**config.mk**
```make
export PLATFORM = sky130hd
export DESIGN_NAME = weight_pingpong_sched_flat
export DESIGN_NICKNAME = d
export VERILOG_FILES = /design/src/rtl/weight_pingpong_sched_if.sv /design/src/rtl/weight_pingpong_sched.sv /design/src/flat_wrapper.sv
export SDC_FILE = /design/constraint.sdc
export NUM_CORES = 1
export LEC_CHECK = 0
export BUFFER_PORTS_ARGS = -buffer_cell sky130_fd_sc_hd__buf_4
export CORE_UTILIZATION = 59
export CTS_CLUSTER_SIZE = 30
export DETAILED_ROUTE_END_ITERATION = 10
export PLACE_DENSITY = 0.81
export SETUP_SLACK_MARGIN = 0.2
export SLEW_MARGIN = 20
export SYNTH_ARGS = -nofsm -noshare
export SYNTH_HDL_FRONTEND = slang
export SYNTH_SLANG_ARGS = --single-unit
```
**constraint.sdc**
```tcl
create_clock -name clk -period 3.7 [get_ports clk]
set_clock_uncertainty 0.15 [all_clocks]
set_input_delay 0.925 -clock clk [delete_from_list [all_inputs] [get_ports clk]]
set_output_delay 0.925 -clock clk [all_outputs]
set_load 0.01 [all_outputs]
```
**src/rtl/weight_pingpong_sched_if.sv**
```systemverilog
// weight_pingpong_sched_if: config, weight-stream and bank-control signals of the ping/pong weight scheduler
interface weight_pingpong_sched_if #(
  parameter int WR_ADDR_DEPTH = 10,
  parameter int RD_ADDR_DEPTH = 8,
  parameter int CNT_W = 8
);
  logic cfg_valid, cfg_ready;
  logic [RD_ADDR_DEPTH:0] cfg_rd_len;
  logic [CNT_W-1:0] cfg_tiles, cfg_reuse;
  logic wdata_valid, wdata_ready;
  logic [1:0] bank_we;
  logic [WR_ADDR_DEPTH-1:0] addr_wr;
  logic rd_req, rd_en, rd_bank, rd_last, layer_done;
  logic [RD_ADDR_DEPTH-1:0] addr_rd;
  modport master (
    output cfg_valid, cfg_rd_len, cfg_tiles, cfg_reuse, wdata_valid, rd_req,
    input cfg_ready, wdata_ready, bank_we, addr_wr, rd_en, rd_bank, addr_rd, rd_last, layer_done
  );
  modport slave (
    input cfg_valid, cfg_rd_len, cfg_tiles, cfg_reuse, wdata_valid, rd_req,
    output cfg_ready, wdata_ready, bank_we, addr_wr, rd_en, rd_bank, addr_rd, rd_last, layer_done
  );
endinterface

```
**src/rtl/weight_pingpong_sched.sv**
```systemverilog
// weight_pingpong_sched: fills one weight bank from the stream while the PE array replays the other
module weight_pingpong_sched #(
  parameter int WR_ADDR_DEPTH = 10,
  parameter int RD_ADDR_DEPTH = 8,
  parameter int CNT_W = 8
) (
  input logic clk,
  input logic rstn,
  weight_pingpong_sched_if.slave bus
);
  localparam int RATIO = WR_ADDR_DEPTH - RD_ADDR_DEPTH;
  typedef enum logic [1:0] {IDLE, RUN, DONE} top_e;
  typedef enum logic {W_WAIT, W_FILL} wr_e;
  typedef enum logic [1:0] {R_WAIT, R_ARM, R_READ, R_REL} rd_e;
  top_e top_q, top_d;
  wr_e ws_q, ws_d;
  rd_e rs_q, rs_d;
  logic [1:0] full_q, full_d;
  logic wr_ptr_q, wr_ptr_d, rd_ptr_q, rd_ptr_d;
  logic [RD_ADDR_DEPTH:0] rd_len_q, rd_len_d;
  logic [CNT_W-1:0] tiles_q, tiles_d, reuse_q, reuse_d, twr_q, twr_d, trd_q, trd_d, pass_q, pass_d;
  logic [WR_ADDR_DEPTH-1:0] beat_q, beat_d;
  logic [RD_ADDR_DEPTH-1:0] raddr_q, raddr_d;
  logic [WR_ADDR_DEPTH:0] wr_len;
  logic wready, fire, wr_fin, ren, rlast;
  assign wr_len = (WR_ADDR_DEPTH+1)'(rd_len_q) << RATIO;
  assign wready = ws_q == W_FILL;
  assign fire = bus.wdata_valid & wready;
  assign wr_fin = fire & ({1'b0, beat_q} == wr_len - (WR_ADDR_DEPTH+1)'(1));
  assign ren = rs_q == R_READ;
  assign rlast = ren & ({1'b0, raddr_q} == rd_len_q - (RD_ADDR_DEPTH+1)'(1));
  assign bus.cfg_ready = top_q == IDLE;
  assign bus.wdata_ready = wready;
  assign bus.bank_we = fire ? (wr_ptr_q ? 2'b10 : 2'b01) : 2'b00;
  assign bus.addr_wr = beat_q;
  assign bus.rd_en = ren;
  assign bus.rd_bank = rd_ptr_q;
  assign bus.addr_rd = raddr_q;
  assign bus.rd_last = rlast;
  assign bus.layer_done = top_q == DONE;
  always_comb begin
    top_d = top_q; ws_d = ws_q; rs_d = rs_q; full_d = full_q;
    wr_ptr_d = wr_ptr_q; rd_ptr_d = rd_ptr_q;
    rd_len_d = rd_len_q; tiles_d = tiles_q; reuse_d = reuse_q;
    twr_d = twr_q; trd_d = trd_q; pass_d = pass_q; beat_d = beat_q; raddr_d = raddr_q;
    if (top_q == IDLE && bus.cfg_valid) begin
      top_d = RUN; ws_d = W_WAIT; rs_d = R_WAIT; full_d = '0;
      wr_ptr_d = 1'b0; rd_ptr_d = 1'b0;
      rd_len_d = bus.cfg_rd_len; tiles_d = bus.cfg_tiles; reuse_d = bus.cfg_reuse;
      twr_d = '0; trd_d = '0; pass_d = '0; beat_d = '0; raddr_d = '0;
    end
    if (top_q == DONE) top_d = IDLE;
    if (top_q == RUN) begin
      if (ws_q == W_WAIT && !full_q[wr_ptr_q] && twr_q < tiles_q) ws_d = W_FILL;
      if (fire) beat_d = beat_q + WR_ADDR_DEPTH'(1);
      if (wr_fin) begin
        full_d[wr_ptr_q] = 1'b1; wr_ptr_d = !wr_ptr_q; twr_d = twr_q + CNT_W'(1);
        beat_d = '0; ws_d = W_WAIT;
      end
      if (rs_q == R_WAIT && full_q[rd_ptr_q]) rs_d = R_ARM;
      if (rs_q == R_ARM && bus.rd_req) rs_d = R_READ;
      if (ren) raddr_d = raddr_q + RD_ADDR_DEPTH'(1);
      if (rlast) begin
        raddr_d = '0; pass_d = pass_q + CNT_W'(1);
        rs_d = (pass_q + CNT_W'(1) < reuse_q) ? R_ARM : R_REL;
      end
      // bank flags are registered: the writer sees this release one cycle later
      if (rs_q == R_REL) begin
        full_d[rd_ptr_q] = 1'b0; rd_ptr_d = !rd_ptr_q; trd_d = trd_q + CNT_W'(1);
        pass_d = '0; rs_d = R_WAIT;
        if (trd_q + CNT_W'(1) == tiles_q) top_d = DONE;
      end
    end
  end
  always_ff @(posedge clk or negedge rstn)
    if (!rstn) begin
      top_q <= IDLE; ws_q <= W_WAIT; rs_q <= R_WAIT; full_q <= '0;
      wr_ptr_q <= 1'b0; rd_ptr_q <= 1'b0;
      rd_len_q <= '0; tiles_q <= '0; reuse_q <= '0;
      twr_q <= '0; trd_q <= '0; pass_q <= '0; beat_q <= '0; raddr_q <= '0;
    end else begin
      top_q <= top_d; ws_q <= ws_d; rs_q <= rs_d; full_q <= full_d;
      wr_ptr_q <= wr_ptr_d; rd_ptr_q <= rd_ptr_d;
      rd_len_q <= rd_len_d; tiles_q <= tiles_d; reuse_q <= reuse_d;
      twr_q <= twr_d; trd_q <= trd_d; pass_q <= pass_d; beat_q <= beat_d; raddr_q <= raddr_d;
    end
endmodule
```
**src/flat_wrapper.sv**
```systemverilog
// flat-port wrapper written by rule: the top's interface ports become plain ports
module weight_pingpong_sched_flat 
#(
  parameter int WR_ADDR_DEPTH = 10,
  parameter int RD_ADDR_DEPTH = 8,
  parameter int CNT_W = 8
)
  (clk, rstn, bus_cfg_valid, bus_cfg_rd_len, bus_cfg_tiles, bus_cfg_reuse, bus_wdata_valid, bus_rd_req, bus_cfg_ready, bus_wdata_ready, bus_bank_we, bus_addr_wr, bus_rd_en, bus_rd_bank, bus_addr_rd, bus_rd_last, bus_layer_done);
  weight_pingpong_sched_if #(.WR_ADDR_DEPTH(WR_ADDR_DEPTH), .RD_ADDR_DEPTH(RD_ADDR_DEPTH), .CNT_W(CNT_W)) bus_i ();
  input logic clk;
  input logic rstn;
  input wire logic [$bits(bus_i.cfg_valid)-1:0] bus_cfg_valid;
  input wire logic [$bits(bus_i.cfg_rd_len)-1:0] bus_cfg_rd_len;
  input wire logic [$bits(bus_i.cfg_tiles)-1:0] bus_cfg_tiles;
  input wire logic [$bits(bus_i.cfg_reuse)-1:0] bus_cfg_reuse;
  input wire logic [$bits(bus_i.wdata_valid)-1:0] bus_wdata_valid;
  input wire logic [$bits(bus_i.rd_req)-1:0] bus_rd_req;
  output wire logic [$bits(bus_i.cfg_ready)-1:0] bus_cfg_ready;
  output wire logic [$bits(bus_i.wdata_ready)-1:0] bus_wdata_ready;
  output wire logic [$bits(bus_i.bank_we)-1:0] bus_bank_we;
  output wire logic [$bits(bus_i.addr_wr)-1:0] bus_addr_wr;
  output wire logic [$bits(bus_i.rd_en)-1:0] bus_rd_en;
  output wire logic [$bits(bus_i.rd_bank)-1:0] bus_rd_bank;
  output wire logic [$bits(bus_i.addr_rd)-1:0] bus_addr_rd;
  output wire logic [$bits(bus_i.rd_last)-1:0] bus_rd_last;
  output wire logic [$bits(bus_i.layer_done)-1:0] bus_layer_done;
  assign bus_i.cfg_valid = bus_cfg_valid;
  assign bus_i.cfg_rd_len = bus_cfg_rd_len;
  assign bus_i.cfg_tiles = bus_cfg_tiles;
  assign bus_i.cfg_reuse = bus_cfg_reuse;
  assign bus_i.wdata_valid = bus_wdata_valid;
  assign bus_i.rd_req = bus_rd_req;
  assign bus_cfg_ready = bus_i.cfg_ready;
  assign bus_wdata_ready = bus_i.wdata_ready;
  assign bus_bank_we = bus_i.bank_we;
  assign bus_addr_wr = bus_i.addr_wr;
  assign bus_rd_en = bus_i.rd_en;
  assign bus_rd_bank = bus_i.rd_bank;
  assign bus_addr_rd = bus_i.addr_rd;
  assign bus_rd_last = bus_i.rd_last;
  assign bus_layer_done = bus_i.layer_done;
  weight_pingpong_sched #(.WR_ADDR_DEPTH(WR_ADDR_DEPTH), .RD_ADDR_DEPTH(RD_ADDR_DEPTH), .CNT_W(CNT_W)) u_core (.clk(clk), .rstn(rstn), .bus(bus_i));
endmodule
```
# Word-level counts from Yosys, hierarchy flattened
# Index checks and enable logic that the tools add are counted.
[totals] word_cells=109 inputBits=30 output_inout_bits=26 regBits=76
[op_classes] n_eq_ne=8 magnitude_cmp=6 muxes=55 bitwise_logic=7 addsub=7 reduce_logical=12
[op_table] operator="$mux 8" count=14
[op_table] operator="$mux 10" count=4
[op_table] operator="$mux 2" count=19
[op_table] operator="$add 8x1->8 const B" count=4
[op_table] operator="$lt 8x8->1" count=2
[op_table] operator="$mux 1" count=16
[op_table] operator="$eq 10x11->1" count=1
[op_table] operator="$sub 11x1->11 const B" count=1
[op_table] operator="$add 10x1->10 const B" count=1
[op_table] operator="$eq 8x9->1" count=1
[op_table] operator="$sub 9x1->9 const B" count=1
[op_table] operator="$eq 8x8->1" count=1
[op_table] operator="$logic_and 1x1->1" count=7
[op_table] operator="$eq 2x2->1 const B" count=3
[op_table] operator="$eq 2x1->1 const B" count=2
[op_table] operator="$logic_not 2->1" count=2
[op_table] operator="$lt 1x2->1 const B" count=2
[op_table] operator="$and 1x1->1" count=3
[op_table] operator="$logic_not 1->1" count=3
[op_table] operator="$and 2x2->2" count=1
[op_table] operator="$demux 1 s1" count=2
[op_table] operator="$ge 1x1->1 const B" count=2
[op_table] operator="$not 2->2" count=1
[op_table] operator="$or 2x2->2" count=1
[op_table] operator="$not 1->1" count=1

# Depth between registers and ports, before layout
# Gate-level depths: netlist of run 1.
[depth] word_depth=10 mapped_depth=11 ltp_nobuf=11

# Worst setup path after synthesis of run 1
# OpenSTA, ideal clock, no wires.
[synth_timing] kind="flip-flop to output port" start="register u_core.rd_len_q[0]" end="output bus_rd_last" path_stages_with_launch=10 path_slack_ns=0.296 arrival_time_ns=2.329 n_path_buf=1 required_ns=2.625 path_cell_list="dfrtp_1 -> inv_1 -> ha_1 -> xnor2_1 -> xnor2_1 -> or4_1 -> nor4b_2 -> nand2_2 -> clkbuf_1 -> inv_1"
[synth_between] elab_chain_len=3
[synth_lines] item="start, declared" line_no="weight_pingpong_sched.sv:20" text="logic [RD_ADDR_DEPTH:0] rd_len_q, rd_len_d;"
[synth_lines] item="start signal, assigned" line_no="weight_pingpong_sched.sv:84" text="rd_len_q <= rd_len_d; tiles_q <= tiles_d; reuse_q <= reuse_d;"
[synth_lines] item="$sub 9x1->9" line_no="weight_pingpong_sched.sv:31" text="assign rlast = ren & ({1'b0, raddr_q} == rd_len_q - (RD_ADDR_DEPTH+1)'(1));"
[synth_lines] item="$eq 8x9->1" line_no="weight_pingpong_sched.sv:31"
[synth_lines] item="$and 1x1->1" line_no="weight_pingpong_sched.sv:31"
[synth_lines] item="end, declared" line_no="flat_wrapper.sv:25" text="output wire logic [$bits(bus_i.rd_last)-1:0] bus_rd_last;"
# Every way passes these cells.

# Worst setup path in the final report of run 1
[layout_timing] start="register u_core.rd_len_q[1]" end="output bus_rd_last"
# Same word-level chain as after synthesis.

==> results by group, run 1 <==
Run status
  – Run status: finished, final reports clean

Global routing
  – Vias in the first global route: approximately 3800
  – Initial antenna violation count: 0
  – Gr ovfl total: 0
  – GRT Overall Usage: around 29%
  – First-pass GRT wire length: roughly 18 mm
  – Largest net degree at the start of global routing: 77

Hold path
  – WHS Endpoint: u_core.reuse_q[0]$_DFFE_PN0P_
  – Hold path cells: 2
  – Min-delay src: u_core.reuse_q[0]$_DFFE_PN0P_
  – HP Class: reg2reg

Worst setup path
  – CP startpoint kind: register
  – R2r setup slk: 0.70 ns
  – Setup crit end kind: output port
  – Worst EP required: 2.62 ns
  – Arrival time at the worst endpoint: 2.41 ns
  – CP max stage delay: roughly 0.43 ns
  – Reg-to-reg endpoint: u_core.rs_q[1]$_DFF_PN0_
  – CP Max Fanout: 5
  – Worst flop-to-flop path startpoint: u_core.rd_len_q[1]$_DFFE_PN0P_
  – R2r worst-path depth: 10
  – Master of the slowest instance on the critical path: nor3b_1
  – Critical path class: reg2out
  – Crit-path cells: inv_2, ha_4, nor3b_1, xnor2_1, xnor2_1, nor4b_4, nand2_2, inv_2, buf_6

Synth
  – Mapped Cells: ~500
  – Synth Warn #: 0
  – Yosys reg bits: 76
  – Main synth FF type: dfrtp_1
  – Top cells by area, synth: dfrtp_1 (42%), nand2_1 (7.1%), ha_1 (5.5%)
  – Number of flops mapped to enable cells by yosys: 0
  – Yosys top cell area share: 42.0%
  – Syn Area/Cell: between 8 and 9 um^2
  – Yosys cell types: 56
  – Mapped Area: ~4500 um^2
  – Post-synth ARST share: 100%
  – Register area share after synthesis: 42.0%
  – Syn nets: 564
  – Top cell type by total area after synthesis: dfrtp_1

Finish
  – Fillers: between 500 and 600
  – Share of layout cells above drive strength 1: ~18%
  – Final Cell Area: between 5000 and 6000 um^2
  – Antenna cells: 0
  – Layout area overhead: 17.9%
  – Nets@finish: around 620
  – Post-Route Utilization: roughly 73%
  – Finished Layout Cells: between 600 and 700

Flow run
  – Max-cap viol count: 0

Power
  – Leak: approximately 2.5 nW
  – P_int: around 0.0018 W
  – Worst vdd ir: just under 300 uV
  – Switch Pwr: 0.00109 W
  – Logic pwr share: 33.6%
  – Power density cells: between 500 and 600 nW/um^2
  – Switching Share: 37.4%
  – Seq pwr share: around 44%
  – Power share of the clock group: between 20% and 30%

Place
  – Area after DPL: 5020 um^2
  – Placed cells: 653
  – Post-DP HPWL: 7.64 mm
  – PortBufs: 55
  – Placer Congestion: roughly 0.85

CTS
  – CTS root buf: clkbuf_8
  – Total number of H-tree levels: 3
  – CTS tree: yes
  – TritonCTS buffer count: 9
  – CTS Sinks: 76
  – Clk pin slew, worst setup/hold paths: around 0.090 ns
  – Skew-Pair Late Insertion Delay: between 0.3 and 0.4 ns
  – CTS Buffer Depth: 2
  – CTS hold repair buffers: 0

Detailed routing
  – Initial DRC Count: between 200 and 300
  – Post-route antenna net violation count: 0
  – Vias per cell: roughly 5.9
  – Pre-antenna DRT Iters: 5
  – Routed wire length: roughly 11 mm
  – Total number of vias: approximately 4000
  – Drt drc: 0
  – Mean routed wirelength per cell: 16.2 um

Timing
  – Max Fclk: roughly 290 MHz
  – Final Cycle Share: between 90% and 100%
  – RSZ-0062 raised after global routing: yes
  – Total negative slack: 0 ns
  – Max-slew violation count: 0
  – Relative slew slack: between 30% and 40%
  – Final hold violations: 0
  – Final setup vio count: 0
  – Post-layout min period: 3.49 ns
  – Worst-Margin Slew: between 0.9 and 1 ns

Floorplan
  – Initial Util: slightly above 60%
  – Rows: 31
  – Chip height: 89.6 um
  – Die Span X: 89.6 um
  – Io pins: 56
  – Core Region: between 7000 and 8000 um^2
  – Die area: between 8000 and 9000 um^2
## sequential cells by signal, indices dropped and copies added (netlist names)
signal	count
u_core.wr_ptr_q	1
u_core.rd_len_q	9
u_core.bus.addr_wr	10
u_core.bus.rd_bank	1
u_core.pass_q	8
u_core.bus.addr_rd	8
u_core.full_q	2
u_core.rs_q	2
u_core.top_q	2
u_core.twr_q	8
u_core.trd_q	8
u_core.tiles_q	8
u_core.bus.wdata_ready	1
u_core.reuse_q	8
## worst max-delay path by stage
| stage | start | to | slack, ns | depth (start not counted) |
|---|---|---|---|---|
| after global placement | u_core.rd_len_q[1]$_DFFE_PN0P_ | bus_rd_last | 0.41 | 9 |
| after detailed placement | u_core.rd_len_q[1]$_DFFE_PN0P_ | bus_rd_last | 0.33 | 9 |
| after global routing | u_core.rd_len_q[1]$_DFFE_PN0P_ | bus_rd_last | 0.11 | 9 |
| after CTS | u_core.rd_len_q[1]$_DFFE_PN0P_ | bus_rd_last | 0.20 | 9 |
| final | u_core.rd_len_q[1]$_DFFE_PN0P_ | bus_rd_last | 0.21 | 9 |
| after floorplan | u_core.rd_len_q[0]$_DFFE_PN0P_ | bus_rd_last | 0.30 | 9 |
## worst max-delay path: cells and delay by family (launching register included)
kind	cells	cell delay, ns
xor gates and xnor gates	2	0.34
buffers and inverters	3	0.24
adders and majority gates	1	0.18
DFF	1	0.41
and+or+nand+nor	3	0.89
## cells in the final DEF (no fill, tap or decap), types with 8 or more instances in the layout
| cell type | instances |
|---|---|
| a21oi_1 | 11 |
| buf_4 | 68 |
| a31oi_1 | 11 |
| o31ai_1 | 15 |
| ha_1 | 19 |
| xnor2_1 | 24 |
| nor2_1 | 33 |
| a21o_1 | 8 |
| clkbuf_8 | 9 |
| nand2_1 | 86 |
| nand2b_1 | 8 |
| dfrtp_1 | 74 |
| inv_1 | 20 |
| nand3_1 | 27 |
| xor2_1 | 13 |
| and3_1 | 13 |
| o21ai_0 | 49 |
## kinds of logic (layout without fill, tap and decap cells)
family                     after synthesis  after routing  synth area share (%)
adders and majority gates               20             20                  5.53
buffers and inverters                   46            110                  4.17
DFF                                     76             76                  42.0
AOI/OAI and AO/OA                      127            127                  18.4
xor gates and xnor gates                39             39                  7.85
and+or+nand+nor                        203            203                  21.3
muxes                                    3              3                 0.691
## power by group through the flow
stage	Clock (W)	Sequential, W	Combinational (W)
6_report	0.000648	0.00129	0.000979
5_1_grt	0.000678	0.00132	0.00110
2_1_floorplan	0	0.00124	0.000632
4_1_cts	0.000654	0.00128	0.000952
3_5_place_dp	0	0.00130	0.000921
3_3_place_gp	0	0.00129	0.000889
## Yosys cell counts, types with 2 or more instances
| cell type | instances |
|---|---|
| a2111oi_0 | 2 |
| a21o_1 | 8 |
| a21oi_1 | 11 |
| a22o_1 | 4 |
| a22oi_1 | 2 |
| a31oi_1 | 11 |
| a32o_1 | 4 |
| and2_0 | 2 |
| and2_1 | 4 |
| and3_1 | 13 |
| buf_2 | 7 |
| clkbuf_1 | 14 |
| dfrtp_1 | 76 |
| ha_1 | 20 |
| inv_1 | 23 |
| mux2i_1 | 2 |
| nand2_1 | 86 |
| nand2b_1 | 8 |
| nand3_1 | 27 |
| nor2_1 | 33 |
| nor2b_1 | 4 |
| nor3_1 | 4 |
| nor3b_1 | 2 |
| nor4_1 | 4 |
| o2111ai_1 | 2 |
| o211ai_1 | 3 |
| o21ai_0 | 49 |
| o311ai_0 | 3 |
| o311ai_1 | 2 |
| o31a_1 | 2 |
| o31ai_1 | 15 |
| or2_2 | 2 |
| or3_1 | 3 |
| or4_1 | 4 |
| xnor2_1 | 25 |
| xor2_1 | 13 |
## final cells by class
cell class | instances | area, um^2 | area share (%)
clock buffer | 10 | 128 | 2.39
sequential | 76 | 1900 | 35.7
multi-input combinational | 392 | 2490 | 46.6
tap | 99 | 124 | 2.32
clock inverter | 6 | 63.8 | 1.20
timing repair buffer | 71 | 544 | 10.2
inverter | 23 | 86.3 | 1.62
## metrics by stage
step | hold WS (ns) | power, W | worst slack (ns)
after global routing | 0.381 | 0.00310 | 0.113
final | 0.337 | 0.00292 | 0.212
after detailed placement | 0.325 | 0.00222 | 0.333
after global placement | 0.324 | 0.00218 | 0.415
after floorplan | 0.296 | 0.00187 | 0.296
after CTS | 0.344 | 0.00289 | 0.200
## routing by layer
metal	part of all wire, %	GRT usage, %	vias to the layer above
met5	0	0	-
met4	1.2	9.24	0
met3	4.2	3.66	12
met2	48	48.0	102
met1	46	39.4	1936
li1	-	-	1937
## timing repair
action                                  CTS  global route
pin swaps                                 4             6
setup buffers                             2             6
endpoints found under the setup margin    1             1
gates resized for setup                   7             9
hold endpoints to repair                  0             0
Power figures use the tool's default switching activity.
==> inputs of run 2 (changes only) <==
- BUFFER_PORTS_ARGS: -buffer_cell sky130_fd_sc_hd__buf_4 -> -buffer_cell sky130_fd_sc_hd__buf_2
==> results by group, run 2 (synthesis gave the netlist of run 1 again) <==
Finish
  – Final Cell Area: 5160 um^2 (-3.4%)
  – Share of layout cells above drive strength 1: 16.8% (-1.4 points)
  – Nets@finish: 618 (-0.80%)
  – Max FFs per register: 10 (unchanged)
  – Most frequent cells in the layout: nand2_1 (86), dfrtp_1 (75), buf_2 (54)
  – Commonest non-fill, non-tap cell in the layout: nand2_1
  – Layout area overhead: 14.0%
  – Antenna cells: 0 (unchanged)

Power
  – Power density cells: 551 nW/um^2 (+0.85%)
  – P_int: 0.00177 W (-2.9%)
  – Switch Pwr: 0.00107 W (-1.9%)
  – Switching Share: 37.6% (+0.25 points)
  – Pwr Total: 0.00284 W (-2.5%)
  – Worst vdd ir: 346 uV (+17%)
  – Logic pwr share: 32.3% (-1.3 points)
  – Leak: 2.46 nW (-2.0%)
  – Power share of the clock group: 22.4% (+0.2 points)
  – Seq pwr share: 45.3% (+1.1 points)

Detailed routing
  – Met3 wire length: 610 um (+31%)
  – Pre-antenna DRT Iters: 5 (unchanged)
  – Metal1 wirelength: 4.78 mm (-6.2%)
  – Total number of vias: 3972 (-0.38%)
  – Mean routed wirelength per cell: 15.8 um (-2.5%)
  – Top routing layer used: met4
  – Post-route antenna net violation count: 0 (unchanged)
  – Met2 routed WL: 5.01 mm (-5.1%)
  – Drt drc: 0 (unchanged)
  – Vias per cell: 5.91 (+0.37%)
  – Routed wire length: 10.6 mm (-3.2%)
  – Initial DRC Count: 214 (-15%)

CTS
  – Clk pin slew, worst setup/hold paths: 0.08 ns (about the same)
  – CTS hold repair buffers: 0 (unchanged)
  – CTS root buf: clkbuf_8
  – CTS Buffer Depth: 2 (unchanged)
  – TritonCTS buffer count: 9 (unchanged)
  – CTS Sinks: 76 (unchanged)
  – Skew-Pair Late Insertion Delay: 0.36 ns (about the same)
  – Total number of H-tree levels: 3 (unchanged)
  – CTS tree: yes

Timing
  – Final Cycle Share: 94.2% (-0.11 points)
  – Worst-Margin Slew: 0.954 ns (-0.0137 ns)
  – Final hold violations: 0 (unchanged)
  – Max Fclk: 287 MHz (+0.12%)
  – Post-layout min period: 3.48 ns (-0.00418 ns)
  – Max-slew violation count: 0 (unchanged)
  – RSZ-0062 raised after global routing: yes
  – Relative slew slack: 36.4% (+0.91 points)
  – Final setup vio count: 0 (unchanged)
  – Min Hold Slack: 0.349 ns (+0.0115 ns)
  – Total negative slack: 0 ns (unchanged)
  – Final WS setup: 0.216 ns (+0.00418 ns)

Global routing
  – First-pass GRT wire length: 17.1 mm (-2.5%)
  – Gr ovfl total: 0 (unchanged)
  – GRT Overall Usage: 28.3% (-0.57 points)
  – Vias in the first global route: 3708 (-1.7%)
  – Initial antenna violation count: 0 (unchanged)
  – Largest net degree at the start of global routing: 77 (unchanged)

Worst setup path
  – Critical path class: reg2out
  – CP max stage delay: 0.62 ns (+0.19 ns)
  – Critical path buffers and inverters: 2 (-1)
  – Master of the slowest instance on the critical path: dfrtp_1
  – CP startpoint kind: register
  – Arrival time at the worst endpoint: 2.41 ns (about the same)
  – R2r setup slk: 0.72 ns (+0.02 ns)
  – Reg-to-reg endpoint: u_core.rs_q[1]$_DFF_PN0_
  – Cell family with the largest share of critical-path delay: simple AND/OR/NAND/NOR gates
  – Setup crit end kind: output port
  – Worst EP required: 2.62 ns (about the same)
  – Worst flop-to-flop path startpoint: u_core.pass_q[0]$_DFF_PN0_
  – R2r worst-path depth: 9 (-1)
  – CP Max Fanout: 7 (+2)
  – Crit-path cells: or3_4, nor4_1, or4_4, nor4b_4, nand2_2, inv_1, buf_2

Floorplan
  – Die area: 8020 um^2 (unchanged)
  – Rows: 31 (unchanged)
  – Die Span X: 89.6 um (unchanged)
  – Core Region: 7330 um^2 (unchanged)
  – Io pins: 56 (unchanged)
  – Initial Util: 61.7% (unchanged)
  – Chip height: 89.6 um (unchanged)

Place
  – PortBufs: 55 (unchanged)
  – Placer Congestion: 0.880 (+3.1%)
  – Area after DPL: 4890 um^2 (-2.5%)
  – Place WS: 0.333 ns (-0.000381 ns)
  – Post-DP HPWL: 7.46 mm (-2.3%)

Hold path
  – WHS Endpoint: u_core.reuse_q[0]$_DFFE_PN0P_
  – HP Class: reg2reg
  – Hold path cells: 2 (unchanged)
  – Min-delay src: u_core.reuse_q[0]$_DFFE_PN0P_

Run status
  – Run status: finished, final reports clean

Flow run
  – Max-cap viol count: 0 (unchanged)
[run 2: cell types whose count changed in the layout (fill, tap and decap cells not counted), sizes merged]
cell,previous run,this run
clkbuf,10,11
buf,71,66
clkinvlp,2,0
clkinv,2,3
[run 2: worst register-to-register path, stage by stage (launching register included)]
cell	delay, ns
dfrtp_1	0.40
ha_1	0.28
nand3_1	0.19
xnor2_1	0.21
ha_1	0.27
a21o_1	0.19
a2111oi_0	0.53
nor2_1	0.09
or3_1	0.31
a32o_1	0.26
[run 2: how the worst max path moves through the flow]
stage / slack [ns] / from / cells after the start / to
after floorplan: 0.30 / u_core.rd_len_q[0]$_DFFE_PN0P_ / 9 / bus_rd_last
after global placement: 0.45 / u_core.rd_len_q[1]$_DFFE_PN0P_ / 9 / bus_rd_last
after detailed placement: 0.33 / u_core.rd_len_q[1]$_DFFE_PN0P_ / 9 / bus_rd_last
after CTS: 0.20 / u_core.rd_len_q[3]$_DFFE_PN0P_ / 7 / bus_rd_last
after global routing: 0.11 / u_core.rd_len_q[0]$_DFFE_PN0P_ / 8 / bus_rd_last
final: 0.22 / u_core.rd_len_q[2]$_DFFE_PN0P_ / 7 / bus_rd_last
[run 2: power by group through the flow]
| stage | clock network, W | logic, W | registers [W] |
|---|---|---|---|
| after floorplan | 0 | 0.000632 | 0.00124 |
| after global placement | 0 | 0.000843 | 0.00128 |
| after detailed placement | 0 | 0.000878 | 0.00129 |
| after CTS | 0.000647 | 0.000909 | 0.00128 |
| after global routing | 0.000674 | 0.00103 | 0.00132 |
| final | 0.000638 | 0.000917 | 0.00129 |
[run 2: per-stage QoR]
| stage | std cells | util (%) |
|---|---|---|
| global route | 672 | 70.4 |
| detailed placement | 654 | 66.7 |
| floorplan | 514 | - |
| CTS | 672 | 70.1 |
| finish | 672 | 70.4 |
| global placement | 654 | 66.7 |
[run 2: final cells by class]
cell class / count / area, um^2
Fill cell: 574 / 2170
Inverter: 23 / 86.3
Timing Repair Buffer: 66 / 360
Clock inverter: 5 / 61.3
Multi-Input combinational cell: 392 / 2490
Tap cell: 99 / 124
Clock buffer: 11 / 131
Sequential cell: 76 / 1900
[run 2: what timing repair did]
action                                  4_1_cts  5_1_grt
setup buffers                                 2        0
endpoints found under the setup margin        1        1
resized for setup                             8        2
pin swaps                                     2        3
[run 2: per-layer routing]
metal  vias to the layer above  global-route usage [%]
met4                         0                    11.1
met2                       140                    45.1
met1                      1881                    37.3
li1                       1925                       -
met3                        26                    6.86
met5                         -                       0
